### src/rtl/act_pkg.sv
// Shared definitions for the activation-engine arbiter: function selects and FSM encoding.
package act_pkg;

    localparam logic [1:0] ACT_RELU     = 2'd0;
    localparam logic [1:0] ACT_LEAKY    = 2'd1;
    localparam logic [1:0] ACT_HARDTANH = 2'd2;
    localparam logic [1:0] ACT_SIGMOID  = 2'd3;

    typedef enum logic [1:0] {
        IDLE  = 2'd0,
        RUN   = 2'd1,
        DRAIN = 2'd2
    } state_e;

endpackage

### src/rtl/act_tag_fifo.sv
// Ordered tag FIFO recording which requester owns each in-flight engine sample.
module act_tag_fifo #(
    parameter int unsigned W     = 2,
    parameter int unsigned DEPTH = 4
) (
    input  logic                             clk,
    input  logic                             rst_n,
    input  logic                             push,
    input  logic [W-1:0]                     din,
    input  logic                             pop,
    output logic [W-1:0]                     head_c,
    output logic [$clog2(DEPTH+1)-1:0]       count,
    output logic                             empty_c
);
    localparam int unsigned PW = (DEPTH > 1) ? $clog2(DEPTH) : 1;
    localparam int unsigned CW = $clog2(DEPTH + 1);

    logic [W-1:0]  mem [DEPTH];
    logic [PW-1:0] wr_ptr;
    logic [PW-1:0] rd_ptr;
    logic          full;
    logic          do_push;
    logic          do_pop;

    assign empty_c = (count == '0);
    assign full    = (count == CW'(DEPTH));
    assign head_c  = mem[rd_ptr];
    assign do_pop  = pop && !empty_c;
    // A pop in the same cycle frees the slot a full FIFO needs for the push.
    assign do_push = push && (!full || do_pop);

    always_ff @(posedge clk or negedge rst_n) begin
        if (!rst_n) begin
            wr_ptr <= '0;
            rd_ptr <= '0;
            count  <= '0;
        end else begin
            if (do_push) wr_ptr <= wr_ptr + PW'(1);
            if (do_pop)  rd_ptr <= rd_ptr + PW'(1);
            case ({do_push, do_pop})
                2'b10:   count <= count + CW'(1);
                2'b01:   count <= count - CW'(1);
                default: count <= count;
            endcase
        end
    end

    always_ff @(posedge clk) begin
        if (do_push) mem[wr_ptr] <= din;
    end

endmodule

### src/rtl/act_arbiter.sv
// Round-robin scheduler sharing one activation engine among NREQ requesters,
// with in-order return of results tagged by requester id.
module act_arbiter
    import act_pkg::*;
#(
    parameter int unsigned WIDTH        = 8,
    parameter int unsigned NREQ         = 4,
    parameter int unsigned MAX_INFLIGHT = 4,
    parameter int unsigned IDW          = $clog2(NREQ)
) (
    input  logic                    iClk,
    input  logic                    iRst,
    input  logic [NREQ-1:0]         req,
    input  logic [2*NREQ-1:0]       sel,
    input  logic [WIDTH*NREQ-1:0]   data,
    input  logic                    flush,
    output logic [NREQ-1:0]         gnt,
    output logic                    act_enable,
    output logic [1:0]              act_sel,
    output logic [WIDTH-1:0]        act_data,
    input  logic [WIDTH-1:0]        act_result,
    input  logic                    act_rdy,
    output logic [WIDTH-1:0]        dataOut,
    output logic                    res_valid,
    output logic [IDW-1:0]          res_id,
    output logic                    busy,
    output logic                    err_unexpected
);
    localparam int unsigned CW = $clog2(MAX_INFLIGHT + 1);

    state_e           state;
    state_e           state_next;
    logic [IDW-1:0]   ptr;
    logic [IDW-1:0]   winner;
    logic [NREQ-1:0]  eligible;
    logic             any_elig;
    logic             issue;
    logic             pop;
    logic [IDW-1:0]   head_c;
    logic [CW-1:0]    count;
    logic             fifo_empty_c;
    int unsigned      idx;

    logic [1:0]       sel_arr  [NREQ];
    logic [WIDTH-1:0] data_arr [NREQ];

    for (genvar i = 0; i < NREQ; i++) begin : g_unpack
        assign sel_arr[i]  = sel[2*i +: 2];
        assign data_arr[i] = data[WIDTH*i +: WIDTH];
    end

    // The requester granted last cycle still shows req, so it is masked out.
    always_comb begin
        eligible = req & ~gnt;
        any_elig = |eligible;
        winner   = '0;
        idx      = 0;
        for (int unsigned k = NREQ; k > 0; k--) begin
            idx = (32'(ptr) + k - 1) % NREQ;
            if (eligible[IDW'(idx)]) winner = IDW'(idx);
        end
    end

    assign pop = act_rdy && !fifo_empty_c;

    always_ff @(posedge iClk or negedge iRst) begin
        if (!iRst) state <= IDLE;
        else       state <= state_next;
    end

    always_comb begin
        state_next = state;
        issue      = 1'b0;
        case (state)
            IDLE: begin
                if (any_elig && !flush) state_next = RUN;
            end
            RUN: begin
                if (flush)                          state_next = DRAIN;
                else if (!any_elig && fifo_empty_c) state_next = IDLE;
            end
            DRAIN: begin
                if (fifo_empty_c && !flush) state_next = IDLE;
            end
            default: state_next = IDLE;
        endcase
        if ((state != DRAIN) && !flush && any_elig &&
            ((count < CW'(MAX_INFLIGHT)) || act_rdy))
            issue = 1'b1;
    end

    // Issue and return pipelines; payload outputs hold between strobes.
    always_ff @(posedge iClk or negedge iRst) begin
        if (!iRst) begin
            ptr            <= '0;
            gnt            <= '0;
            act_enable     <= 1'b0;
            act_sel        <= '0;
            act_data       <= '0;
            dataOut        <= '0;
            res_valid      <= 1'b0;
            res_id         <= '0;
            busy           <= 1'b0;
            err_unexpected <= 1'b0;
        end else begin
            gnt        <= '0;
            act_enable <= issue;
            res_valid  <= pop;
            busy       <= (state_next != IDLE);
            if (issue) begin
                gnt      <= NREQ'(1) << winner;
                act_sel  <= sel_arr[winner];
                act_data <= data_arr[winner];
                ptr      <= (32'(winner) == NREQ - 1) ? '0 : winner + IDW'(1);
            end
            if (pop) begin
                dataOut <= act_result;
                res_id  <= head_c;
            end
            if (act_rdy && fifo_empty_c) err_unexpected <= 1'b1;
        end
    end

    act_tag_fifo #(
        .W     (IDW),
        .DEPTH (MAX_INFLIGHT)
    ) u_tag_fifo (
        .clk     (iClk),
        .rst_n   (iRst),
        .push    (issue),
        .din     (winner),
        .pop     (pop),
        .head_c  (head_c),
        .count   (count),
        .empty_c (fifo_empty_c)
    );

endmodule

### config.mk
export PLATFORM = sky130hd
export DESIGN_NAME = act_arbiter
export DESIGN_NICKNAME = d
export VERILOG_FILES = /design/src/rtl/act_pkg.sv /design/src/rtl/act_tag_fifo.sv /design/src/rtl/act_arbiter.sv
export SDC_FILE = /design/constraint.sdc
export NUM_CORES = 1
export LEC_CHECK = 0
export ABC_AREA = 0
export ABC_CLOCK_PERIOD_IN_PS = 5450
export BUFFER_PORTS_ARGS = -buffer_cell sky130_fd_sc_hd__buf_2
export CORE_ASPECT_RATIO = 1.5
export CORE_MARGIN = 1.5
export CORE_UTILIZATION = 30
export CTS_CLUSTER_SIZE = 10
export DETAILED_ROUTE_END_ITERATION = 10
export GPL_TIMING_DRIVEN = 0
export HOLD_SLACK_MARGIN = 0.03
export SKIP_CTS_REPAIR_TIMING = 1
export SKIP_LAST_GASP = 1
export SLEW_MARGIN = 20
export SYNTH_ARGS = -nofsm -noshare
export SYNTH_HDL_FRONTEND = slang
export SYNTH_SLANG_ARGS = --single-unit
### constraint.sdc
create_clock -name iClk -period 5.45 [get_ports iClk]
set_input_delay 0.545 -clock iClk [delete_from_list [all_inputs] [get_ports iClk]]
set_output_delay 0.545 -clock iClk [all_outputs]
set_load 0.05 [all_outputs]
==> out/qor.csv <==
metric,value,unit
status,finished clean,
row_count,39,
rrSetupSlack,3490,ps
cp_top_family,simple AND/OR/NAND/NOR gates,
register_area,1220,um2
cp_max_fo,6,
antennaDiodeCount,0,
p_int,0.914,mW
grt_pass1_wl,8310,um
synth_top_area_share,0.413,
gr-usage-all-layers,0.128,
overflow,0,
synth_seq_cells,47,
drive_gt1_frac,0.353,
top_level_ports,84,
first_pass_iters,4,
tns,0,ps
finClkSkew,3.40,ps
pwr-share-comb,0.471,
critical_path_buf_inv_count,1,
fillCellCount,779,
yosysMostFrequentCell,nand2_1,
relSlewSlack,0.419,
critical_path_required,5620,ps
power_density,542,nW/um2
power_leakage,1.55,nW
die_area,8430,um2
r2r_start,u_tag_fifo.count[2],
setup_viol,0,
p_clk_frac,0.186,
avgSynthCellArea,11.3,um2
synth_common_cells,"nand2_1, dfrtp_1, mux2i_1, o221ai_1",
slew_viol_final,0,
cts_root_buf,clkbuf_16,
cts_tree,built,
core,7610,um2
tightest_slew,871,ps
dieHeight,112,um
path_class,flip-flop to flip-flop,
slowest_delay,430,ps
syn_inst,209,
syn-num-nets,274,
hold_viol,0,
r2r_end,u_tag_fifo.count[2],
synth_ff_type,dfrtp_1,
clockBufferDepth,2,
slowest_stage,dfrtp_1,
yosysTopAreaCell,dfrtp_1,
fin_crit_sh,0.360,
synthTopCellsByArea,"dfrtp_1, edfxtp_1, mux2i_1",
drv_cap,0,
end_kind,flip-flop,
whs,356,ps
cts.sinks,47,
drt-total-wl,4950,um
ir_drop,0.280,mV
startpoint_type,flip-flop,
num-nets-final,364,
vias,1813,
initial_utilization,0.310,
cp_cell_sequence,or3_1 -> nand2_2 -> a21oi_1 -> inv_1 -> fa_1 -> nor2b_1 -> mux2i_1 -> o21ai_0,
grt_max_degree,40,
h-tree-depth,2,
gp_congestion,0.768,
hp-class,primary input to asynchronous set/reset pin,
multi_input_area,1060,um2
synth_edf_count,8,
antenna_found_initial,0,
yosysWarnings,0,
max_freq,0.510,GHz
drt_iter0_markers,100,
cts_buffers,5,
arrival,2130,ps
grt_pass1_vias,1840,
synth_cell_types,36,
pwr-share-seq,0.344,
syn2layout_area_growth,29.1,%
rr_worst_depth,8,
p_sw_frac,0.447,
async_flop_share,0.830,
clk_latency,290,ps
period_needed,1960,ps
wl_per_cell,12.3,um
p_sw,0.738,mW
place_hpwl,3790,um
viasPerCell,4.51,
path_clk_slew,70,ps
ant_nets,0,
drc,0,
rsz0062_at_grt,false,
seq_area_frac_synth,0.515,
synth_area,2360,um2
io_buffers,83,
die_w,75.5,um
[cell type report]
cell class / instances / share of cell area
flip-flops and latches: 47 / 0.399
multi-input cells: 145 / 0.349
repair buffers: 83 / 0.136
clock buffers: 6 / 0.0422
well taps: 102 / 0.0418
plain buffers: 7 / 0.0148
inverters: 10 / 0.0123
clock inverters: 2 / 0.00533
[how the worst max path moves through the flow]
stage,end,startpoint,cells past startpoint
after floorplan,u_tag_fifo.count[2],gnt[0],8
after global placement,u_tag_fifo.count[2],req[3],9
after detailed placement,u_tag_fifo.count[2],req[3],9
after CTS,u_tag_fifo.count[2],gnt[3],8
after global routing,u_tag_fifo.count[2],gnt[3],8
final,u_tag_fifo.count[2],u_tag_fifo.count[2],8
[power groups by stage]
stage	logic (mW)	registers [mW]	clock network (mW)
3_3_place_gp	0.779	0.569	0
2_1_floorplan	0.358	0.812	0
4_1_cts	0.792	0.569	0.313
5_1_grt	0.851	0.585	0.329
6_report	0.778	0.568	0.307
3_5_place_dp	0.788	0.574	0
[cell usage in the layout (no fill, tap or decap), types with 2 or more instances in the layout]
| cell | netlist | final |
|---|---|---|
| buf_2 | 3 | 86 |
| nand2_1 | 48 | 48 |
| dfrtp_1 | 39 | 39 |
| mux2i_1 | 23 | 23 |
| o221ai_1 | 10 | 10 |
| inv_1 | 8 | 8 |
| and2_1 | 8 | 8 |
| ha_1 | 8 | 8 |
| edfxtp_1 | 8 | 8 |
| nand2b_1 | 5 | 5 |
| o21ai_0 | 5 | 5 |
| clkbuf_16 | 0 | 5 |
| nor2b_1 | 4 | 4 |
| nor3_1 | 4 | 4 |
| xnor2_1 | 4 | 4 |
| a21o_1 | 3 | 3 |
| clkbuf_1 | 2 | 3 |
| nand2b_4 | 2 | 2 |
| a21oi_1 | 2 | 2 |
| nand3_1 | 2 | 2 |
| buf_6 | 2 | 2 |
| inv_2 | 2 | 2 |
| a31oi_1 | 2 | 2 |
| mux4_2 | 2 | 2 |
[per-layer routing]
layer / track usage / routed length (um) / vias to the layer above
met5: 0 / 0 / -
met4: 0.0393 / 65 / 0
met3: 0.0353 / 322 / 6
met2: 0.223 / 2590 / 64
met1: 0.147 / 1980 / 846
li1: - / - / 897
[kinds of logic after synthesis]
group / after synthesis / share of synthesized area
AOI/OAI and AO/OA: 27 / 0.0980
xor gates and xnor gates: 5 / 0.0185
adders and majority gates: 9 / 0.0508
buffers and inverters: 17 / 0.0350
DFF: 47 / 0.515
muxes: 25 / 0.117
and+or+nand+nor: 79 / 0.166
[flip-flops by register name, indices dropped and copies added, names as in the netlist]
name / count
u_tag_fifo.wr_ptr: 2
act_enable: 1
state: 2
busy: 1
act_sel: 2
dataOut: 8
u_tag_fifo.rd_ptr: 2
u_tag_fifo.mem: 8
err_unexpected: 1
ptr: 2
gnt: 4
u_tag_fifo.count: 3
act_data: 8
res_valid: 1
res_id: 2
[per-stage QoR]
| stage | cell area (um2) | power [mW] | util | std cells | setup slack [ps] |
|---|---|---|---|---|---|
| 2_1_floorplan | 2360 | 1.17 | - | 209 | 3290 |
| 3_3_place_gp | 2910 | 1.35 | 0.382 | 394 | 3210 |
| 3_5_place_dp | 2910 | 1.36 | 0.382 | 394 | 3230 |
| 4_1_cts | 3050 | 1.67 | 0.401 | 402 | 3450 |
| 5_1_grt | 3050 | 1.77 | 0.401 | 402 | 3300 |
| 6_report | 3050 | 1.65 | 0.401 | 402 | 3490 |
(Power assumes the default switching activity.)
